## config.mk

```make
export PLATFORM = sky130hd
export DESIGN_NAME = secuenciador_circuito_simple
export DESIGN_NICKNAME = d
export VERILOG_FILES = /design/src/rtl/secuenciador_circuito_simple.sv
export SDC_FILE = /design/constraint.sdc
export NUM_CORES = 1
export LEC_CHECK = 0
export ABC_AREA = 0
export CORE_MARGIN = 4
export CORE_UTILIZATION = 55
export DETAILED_ROUTE_END_ITERATION = 8
export PLACE_DENSITY = 0.91
export SYNTH_ARGS = -nofsm -noshare
export SYNTH_HDL_FRONTEND = slang
export SYNTH_SLANG_ARGS = --single-unit
```

## constraint.sdc

```tcl
create_clock -name clk -period 5.42 [get_ports clk]
set_clock_uncertainty 0.2 [all_clocks]
set_input_delay 1.626 -clock clk [delete_from_list [all_inputs] [get_ports clk]]
set_output_delay 1.626 -clock clk [all_outputs]
set_load 0.02 [all_outputs]
```

## src/rtl/secuenciador_circuito_simple.sv

```systemverilog
// Stimulus/capture sequencer for circuito_simple: walks {A,B,C} through 0..7, holds each vector
// HOLD_CYCLES clocks and captures x/y on the last one. Optional self-check under `CHECK_EN.
module secuenciador_circuito_simple #(
  parameter int unsigned HOLD_CYCLES = 4,
  parameter logic [7:0]  EXP_X       = 8'b11010101,
  parameter logic [7:0]  EXP_Y       = 8'b01010101
) (
  input  logic       clk,
  input  logic       rst,
  input  logic       start,
  input  logic       x_in,
  input  logic       y_in,
  output logic       A,
  output logic       B,
  output logic       C,
  output logic       busy,
  output logic       done,
  output logic [7:0] x_cap,
  output logic [7:0] y_cap
`ifdef CHECK_EN
  ,
  output logic [3:0] err_count,
  output logic       pass
`endif
);

  typedef enum logic [1:0] {StIdle, StApply, StDone} state_e;

  localparam logic [7:0] HoldLast = 8'(HOLD_CYCLES - 1);

  state_e     state_q, state_d;
  logic [2:0] idx_q, idx_d;
  logic [7:0] hold_q, hold_d;
  logic [2:0] abc_q, abc_d;
  logic [7:0] x_cap_q, x_cap_d;
  logic [7:0] y_cap_q, y_cap_d;

  logic hold_last;
  logic run_start;

  assign hold_last = (hold_q == HoldLast);
  // start is only honoured outside APPLY
  assign run_start = (state_q != StApply) && start;

  always_comb begin
    state_d = state_q;
    idx_d   = idx_q;
    hold_d  = hold_q;
    abc_d   = abc_q;
    x_cap_d = x_cap_q;
    y_cap_d = y_cap_q;
    unique case (state_q)
      StIdle, StDone: begin
        if (run_start) begin
          state_d = StApply;
          idx_d   = 3'd0;
          hold_d  = 8'd0;
          abc_d   = 3'd0;
          x_cap_d = 8'd0;
          y_cap_d = 8'd0;
        end
      end
      StApply: begin
        hold_d = hold_q + 8'd1;
        if (hold_last) begin
          x_cap_d[idx_q] = x_in;
          y_cap_d[idx_q] = y_in;
          hold_d         = 8'd0;
          if (idx_q == 3'd7) begin
            state_d = StDone;
            abc_d   = 3'd0;
          end else begin
            // stimulus register moves with idx so the new vector appears on the same edge
            idx_d = idx_q + 3'd1;
            abc_d = idx_q + 3'd1;
          end
        end
      end
      default: state_d = StIdle;
    endcase
  end

  always_ff @(posedge clk) begin
    if (rst) begin
      state_q <= StIdle;
      idx_q   <= 3'd0;
      hold_q  <= 8'd0;
      abc_q   <= 3'd0;
      x_cap_q <= 8'd0;
      y_cap_q <= 8'd0;
    end else begin
      state_q <= state_d;
      idx_q   <= idx_d;
      hold_q  <= hold_d;
      abc_q   <= abc_d;
      x_cap_q <= x_cap_d;
      y_cap_q <= y_cap_d;
    end
  end

  assign {A, B, C} = abc_q;
  assign busy      = (state_q == StApply);
  assign done      = (state_q == StDone);
  assign x_cap     = x_cap_q;
  assign y_cap     = y_cap_q;

`ifdef CHECK_EN
  logic [3:0] err_q, err_d;
  logic       pass_q, pass_d;
  logic       sample;

  assign sample = (state_q == StApply) && hold_last;

  always_comb begin
    err_d = err_q;
    if (run_start) begin
      err_d = 4'd0;
    end else if (sample && ((x_in != EXP_X[idx_q]) || (y_in != EXP_Y[idx_q]))) begin
      err_d = err_q + 4'd1;
    end
    // registered so pass rises on the same edge as done
    pass_d = (state_d == StDone) && (err_d == 4'd0);
  end

  always_ff @(posedge clk) begin
    if (rst) begin
      err_q  <= 4'd0;
      pass_q <= 1'b0;
    end else begin
      err_q  <= err_d;
      pass_q <= pass_d;
    end
  end

  assign err_count = err_q;
  assign pass      = pass_q;
`else
  logic unused_exp;
  assign unused_exp = ^{EXP_X, EXP_Y};
`endif

endmodule

```

Word level (Yosys, flattened, before mapping):

Cells that the tools add are included.

* $lt $le $gt $ge: 2
* add/subtract/negate cells: 2
* eq/ne operators: 9
* muxes and demuxes: 22
* reductions and logical operators: 9

Operators by type and width (count)
* 8-bit case mux with 2 select lines: 3
* 8-bit two-way mux: 4
* 8-bit bitwise mux: 2
* 3-bit two-way mux: 5
* 3-bit case mux with 2 select lines: 2
* 8-bit by 1-bit adder with 8-bit output (second input constant): 1
* 8-bit by 2-bit equality test with 1-bit output (second input constant): 1
* 2-bit two-way mux: 3
* 2-bit by 1-bit != test with 1-bit output (second input constant): 3
* 3-bit AND reduction: 2
* 3-bit by 4-bit less-than comparator with 1-bit output (second input constant): 1
* 2-bit != test (second input constant): 2
* 2-bit case mux with 2 select lines: 1
* 4-bit AND reduction: 1
* 3-bit by 1-bit adder with 3-bit output (second input constant): 1
* 1-bit demux with 3-bit select: 1
* 3-bit equality test (second input constant): 1
* 3-bit by 1-bit greater-or-equal comparator with 1-bit output (second input constant): 1
* 2-bit by 1-bit equality test with 1-bit output (second input constant): 1
* 2-bit equality test (second input constant): 1
* 1-bit logical AND: 2
* 2-bit zero test: 1
* 2-bit AND reduction: 1
* 2-bit nonzero test: 1
* 2 further kinds: 2

* register bits after elaboration: 32
* word-level logic and storage cells: 50
* output and inout port bits: 21

Longest topological paths before layout:

Gate-level depths: netlist of the first run.

* depth after elaboration: 7
* mapped depth: 7

Worst setup path after synthesis of the first run:

Ideal clock, no wire load.

* path kind: input -> register
* from: input port start
* to: register abc_q[2]
* library setup time: 0.092 ns
* data required time: 5.128 ns
* path buffers: 2
* path slack: 2.435 ns
* arrival: 2.693 ns
* stages on the path: 6
* path through: nor2b_1 -> nor2_1 -> clkbuf_1 -> clkbuf_1 -> nor2_1 -> o32ai_1

* longest elaborated chain between the ends: 3

RTL lines
* start, declared: line 10 `input logic start,`
* 1-bit logical AND: line 43 `assign run_start = (state_q != StApply) && start;`
* 2-bit != test (no source line)
* 3-bit AND reduction (no source line)
* end signal, assigned: line 88 `abc_q <= 3'd0;`
* end signal, assigned: line 95 `abc_q <= abc_d;`
* end, declared: line 34 `logic [2:0] abc_q, abc_d;`

No other way between the ends.
A chain may end at the register's enable or synchronous reset.

==> results of run 1 <==
logic make-up (layout without fill, tap and decap cells):
| group | count (synthesis) | count (layout) | synth area share |
|---|---|---|---|
| simple gates | 61 | 61 | 0.241 |
| compound gates | 53 | 53 | 0.253 |
| flops | 32 | 32 | 0.428 |
| buf+inv | 11 | 35 | 0.0334 |
| fa+ha+maj | 3 | 3 | 0.0251 |
| mux | 3 | 3 | 0.0201 |
cell type report:
type | count | area share
well taps | 30 | 0.0206
repair buffers | 25 | 0.138
multi-input cells | 120 | 0.444
clock inverters | 2 | 0.0193
flip-flops and latches | 32 | 0.352
inverters | 2 | 0.00413
clock buffers | 6 | 0.0227
cells in the mapped netlist, drive strengths merged, types with 2 or more instances:
cell type | count | area share
or3 | 2 | 0.0084
nand2 | 7 | 0.018
nand3 | 4 | 0.013
a2bb2o | 2 | 0.027
nor2b | 4 | 0.017
ha | 3 | 0.025
o2bb2ai | 2 | 0.012
nor2 | 15 | 0.038
o21ai | 23 | 0.077
nand3b | 5 | 0.025
or3b | 2 | 0.012
or4 | 2 | 0.010
nand4b | 3 | 0.018
mux2i | 3 | 0.020
buf | 2 | 0.011
clkbuf | 7 | 0.018
dfxtp | 32 | 0.43
o31a | 2 | 0.012
inv | 2 | 0.0050
nand2b | 9 | 0.038
a21oi | 4 | 0.013
o311ai | 12 | 0.070
a31oi | 2 | 0.0084
nor4 | 2 | 0.013
power by group through the flow:
stage / Sequential (W) / Clock [W] / Combinational [W]
2_1_floorplan: 0.000246 / 0 / 0.0000322
3_3_place_gp: 0.000247 / 0 / 0.0000412
3_5_place_dp: 0.000247 / 0 / 0.0000442
4_1_cts: 0.000242 / 0.000181 / 0.0000442
5_1_grt: 0.000243 / 0.000191 / 0.0000486
6_report: 0.000242 / 0.000176 / 0.0000446
cells in the final DEF (no fill, tap or decap), types with 3 or more instances in the layout:
master	count
a21oi_1	4
clkbuf_4	5
clkdlybuf4s50_1	25
dfxtp_1	32
ha_1	3
mux2i_1	3
nand2_1	7
nand2b_1	9
nand3_1	4
nand3b_1	5
nand4b_1	3
nor2_1	15
nor2b_1	4
o21ai_0	16
o21ai_1	7
o311ai_0	4
o311ai_1	8
metal layers:
metal | global-route usage | part of all wire | vias up
li1 | - | - | 667
met1 | 0.242 | 0.41 | 647
met2 | 0.366 | 0.52 | 37
met3 | 0.0713 | 0.051 | 6
met4 | 0.0981 | 0.014 | 0
met5 | 0 | 0 | -
path summary, 6_finish.rpt:
kind / from / end / cells after the start
worst max-delay path: rst / x_cap[0] / 4
worst min-delay path: x_cap[5] / x_cap[5] / 1
worst max register to register: hold_q[0] / y_cap[0] / 5
worst min register to register: x_cap[5] / x_cap[5] / 1
registers in the layout, indices dropped and copies added, names as in the netlist:
name,count
idx_q,3
y_cap,8
state_q,2
abc_q,3
x_cap,8
hold_q,8
metrics by stage:
step | hold slack [ps] | power [W] | cells | cell area (µm²)
floorplan | 292 | 0.000279 | 163 | 1500
global placement | 249 | 0.000288 | 209 | 1740
detailed placement | 253 | 0.000292 | 209 | 1740
CTS | 277 | 0.000467 | 217 | 1820
global route | 302 | 0.000482 | 217 | 1820
finish | 275 | 0.000463 | 217 | 1820
==> flow_summary_export.csv, run 1 <==
group,metric,value,unit
sta,max_freq,272,MHz
sta,hold_violations,0,
routing,routed_wl,3450,µm
pwr,p_seq_frac,0.523,
yosys,yosysWarnings,0,
clock_tree,numCtsBuffers,5,
layout,drive_above_1_share,0.0749,
sta,postLayoutSetupSlackWorst,1750,ps
hold_path,min_path_type,"flip-flop to flip-flop",
floorplanning,top_level_ports,26,
sta,drv_slew,0,
layout,nFillCells,188,
global_route,grt_pass1_wl,5730,µm
sta,final.setup.tns,0,ps
yosys,syn_nets,171,
clock_tree,clock_latency,340,ps
layout,layout.nets,194,
sta,finalSetupViolCount,0,
worst_setup_path,cp_data_required_time,5480,ps
routing,routed_via_density,6.25,
yosys,synthFlopType,"dfxtp_1",
place,place_hpwl,2450,µm
clock_tree,clock_path_buffers,2,
yosys,synth-seq-area-share,0.428,
pwr,p_sw_frac,0.243,
yosys,synth-async-reset-ratio,0,
clock_tree,clockRootBuffer,"clkbuf_4",
worst_setup_path,cp_top_family,"simple AND/OR/NAND/NOR gates",
global_route,grt_pass1_vias,1291,
routing,wl_per_cell,15.9,µm
layout,regArea,641,µm²
worst_setup_path,startpoint_type,"input pin",
layout,area_growth_syn_to_layout,21.5,%
pwr,p_leak,0.606,nW
floorplanning,initial_core_util,0.588,
worst_setup_path,crit_type,"input pin to flip-flop",
global_route,grt_max_degree,27,
pwr,clockPowerShare,0.380,
place,port_buffers,25,
sta,post-route-min-period,3670,ps
yosys,netlist_area,1500,µm²
pwr,p_per_area,255,nW/µm²
clock_tree,h-tree-depth,2,
clock_tree,cts_tree,"yes",
place,place.gp.congestion,0.839,
global_route,overflow,0,
outcome,status,"completed",
sta,fin_crit_sh,0.678,
worst_setup_path,cpPeakStageDelay,880,ps
sta,relSlewSlack,0.162,
yosys,synth_edf_count,0,
floorplanning,die_h,60.2,µm
worst_setup_path,cp_cell_sequence,"clkdlybuf4s50_1 -> nor2_1 -> o31a_1 -> o2bb2ai_1",
routing,first_iter_violations,50,
pwr,p_comb_frac,0.096,
worst_setup_path,slowest_stage,"nor2_1",
floorplanning,num_rows,18,
routing,ant_nets,0,
job,maxCapViolations,0,
place,dp_slack,1420,ps
sta,worst_pin_slew,1250,ps
clock_tree,clkTransAtPathRegs,90,ps
clock_tree,clock-sinks,32,
layout,diodes,0,
worst_setup_path,crit_path_end_kind,"flip-flop",
routing,drt_first_pass_iters,5,
pwr,peakVddDrop,257,µV
global_route,antenna_found_initial,0,
clock_tree,cts_hold_buf,0,
worst_setup_path,crit_buf_inv,1,
yosys,synth.avg_cell_area,9.19,µm²
routing,drc_errors,0,
floorplanning,die_width,60.2,µm
worst_setup_path,critical_path_arrival,3730,ps
worst_setup_path,crit_fanout,26,
worst_setup_path,r2r_setup_slack,2590,ps
yosys,syn-instance-count,163,
clock_tree,postCtsResizedCells,0,
floorplanning,die-area,3620,µm²
routing,vias,1357,
pwr,cell_internal_pwr,0.000351,W
pwr,power.switching,0.000112,W
layout,multi_input_area,807,µm²
yosys,ys_ff_latch,32,
clock_tree,post_cts_buffers,0,
sta,rsz0062_at_grt,"false",
global_route,track_usage,0.215,
floorplanning,core,2540,µm²
layout,utilization,0.715,
yosys,ys_types,41,
(Power assumes the default switching activity.)
==> run 2: changes to the inputs <==
- CORE_UTILIZATION: 55 -> 46
- PLACE_DENSITY: 0.91 -> 0.82
- clock period: 5.42 -> 3 ns (I/O delays scaled with it)
==> run 2 against run 1 <==
Against the previous run:
- non-clock buffer count up 4
- global-route usage down 4.8 points
- via count about the same
- clock power up 86%
- first-iteration DRC count down 24%
- sequential power up 81%
- sequential cell count unchanged
- count of clock-buffer cells in the layout down 1
- final area up 2.8%
- die area up 17%
- utilization down 11 points
- total power up 83%
- critical path type is now flip-flop to output pin
- largest cell class unchanged
- largest power group unchanged
==> flow_summary_export.csv, run 2 (synthesis gave the netlist of run 1 again) <==
group,metric,value,unit
clock_tree,clockRootBuffer,"clkbuf_4",
worst_setup_path,slowest_stage,"clkdlybuf4s50_1",
routing,routed_wl,3300,µm
sta,fin_crit_sh,0.937,
layout,drive_above_1_share,0.0995,
pwr,p_per_area,453,nW/µm²
layout,diodes,0,
worst_setup_path,r2r_setup_slack,260,ps
sta,relSlewSlack,0.463,
floorplanning,top_level_ports,26,
hold_path,min_path_type,"flip-flop to flip-flop",
routing,first_iter_violations,38,
place,port_buffers,25,
floorplanning,core,3080,µm²
routing,ant_nets,0,
layout,multi_input_area,807,µm²
clock_tree,clkTransAtPathRegs,100,ps
job,maxCapViolations,0,
clock_tree,numCtsBuffers,5,
clock_tree,postCtsResizedCells,0,
worst_setup_path,cpPeakStageDelay,630,ps
layout,layout.nets,198,
worst_setup_path,crit_path_end_kind,"output pin",
worst_setup_path,crit_type,"flip-flop to output pin",
clock_tree,cts_hold_buf,0,
routing,drc_errors,0,
pwr,p_leak,0.625,nW
clock_tree,clock_path_buffers,2,
floorplanning,initial_core_util,0.487,
outcome,status,"completed",
floorplanning,num_rows,20,
routing,vias,1358,
routing,drt_first_pass_iters,4,
worst_setup_path,rr_startpoint,"hold_q[0]",
sta,rsz0062_at_grt,"false",
clock_tree,h-tree-depth,2,
pwr,peakVddDrop,267,µV
layout,layout_common_cells,"32 x dfxtp_1, 25 x clkdlybuf4s50_1, 16 x o21ai_0, 15 x nor2_1, 9 x nand2b_1",
global_route,overflow,0,
sta,drv_slew,0,
layout,mostFrequentLayoutCell,"dfxtp_1",
worst_setup_path,r2r-end,"y_cap[0]",
worst_setup_path,critical_path_arrival,1710,ps
layout,regArea,641,µm²
layout,nFillCells,279,
worst_setup_path,cp_data_required_time,1900,ps
sta,worst_pin_slew,802,ps
sta,post-route-min-period,2810,ps
clock_tree,clock-sinks,32,
worst_setup_path,crit_fanout,10,
clock_tree,clock_latency,340,ps
global_route,grt_pass1_wl,5550,µm
floorplanning,die-area,4230,µm²
worst_setup_path,r2r_cells,5,
global_route,antenna_found_initial,0,
sta,final.setup.tns,0,ps
place,place.gp.congestion,0.861,
clock_tree,post_cts_buffers,0,
floorplanning,die_width,65.1,µm
floorplanning,die_h,65.1,µm
worst_setup_path,cp_cell_sequence,"nand2b_1 -> inv_2 -> clkdlybuf4s50_1",
layout,area_growth_syn_to_layout,24.9,%
sta,max_freq,356,MHz
worst_setup_path,critical_path.endpoint,"busy",
routing,routed_via_density,5.78,
global_route,grt_max_degree,17,
place,place_hpwl,2380,µm
sta,finalSetupViolCount,0,
pwr,power,0.000848,W
global_route,track_usage,0.168,
worst_setup_path,startpoint_type,"flip-flop",
global_route,grt_pass1_vias,1228,
clock_tree,cts_tree,"yes",
routing,wl_per_cell,14.0,µm
sta,hold_violations,0,
worst_setup_path,startpoint,"state_q[1]",
## run 2: changes by cell type in the layout (fill, tap and decap cells not counted)
cell / change
buf_4: +4
clkbuf_1: -1
clkinvlp_4: +1
## run 2: worst min path at each step
stage	slack (ps)	end	startpoint	depth (start not counted)
3_3_place_gp	250	x_cap[0]	x_cap[0]	1
4_1_cts	280	x_cap[0]	x_cap[0]	1
2_1_floorplan	290	hold_q[2]	hold_q[2]	2
3_5_place_dp	250	x_cap[0]	x_cap[0]	1
6_report	270	x_cap[0]	x_cap[0]	1
5_1_grt	290	y_cap[2]	y_cap[2]	2
## run 2: report_power, final
| group | internal (W) | switching, W | total [W] |
|---|---|---|---|
| logic | 0.0000325 | 0.0000509 | 0.0000834 |
| clock network | 0.000174 | 0.000154 | 0.000327 |
| registers | 0.000430 | 0.00000698 | 0.000437 |
| total | 0.000636 | 0.000211 | 0.000848 |
## run 2: layer usage
layer,vias to the layer above,GRT usage,part of all wire
li1,684,-,-
met1,636,0.213,0.48
met2,30,0.263,0.45
met3,8,0.0555,0.048
met4,0,0.0622,0.015
met5,-,0,0
## run 2: worst max-delay path: cells and delay by family (launching register included)
family,cells,cell delay [ps]
buf+inv,2,820
flops,1,320
simple gates,1,230
## run 2: stage by stage
stage	cells	utilization	area (µm²)	setup slack [ps]	hold slack (ps)
finish	235	0.608	1870	188	273
global route	235	0.608	1870	106	292
CTS	235	0.608	1870	185	278
detailed placement	227	0.582	1790	213	253
global placement	227	0.582	1790	278	249
floorplan	163	-	1500	590	292
## run 2: area by class of cell
cell class	count	area share
Inverter	2	0.00401
Sequential cell	32	0.342
Clock buffer	5	0.0201
Timing Repair Buffer	29	0.150
Clock inverter	3	0.0227
Multi-Input combinational cell	120	0.431
Tap cell	44	0.0294
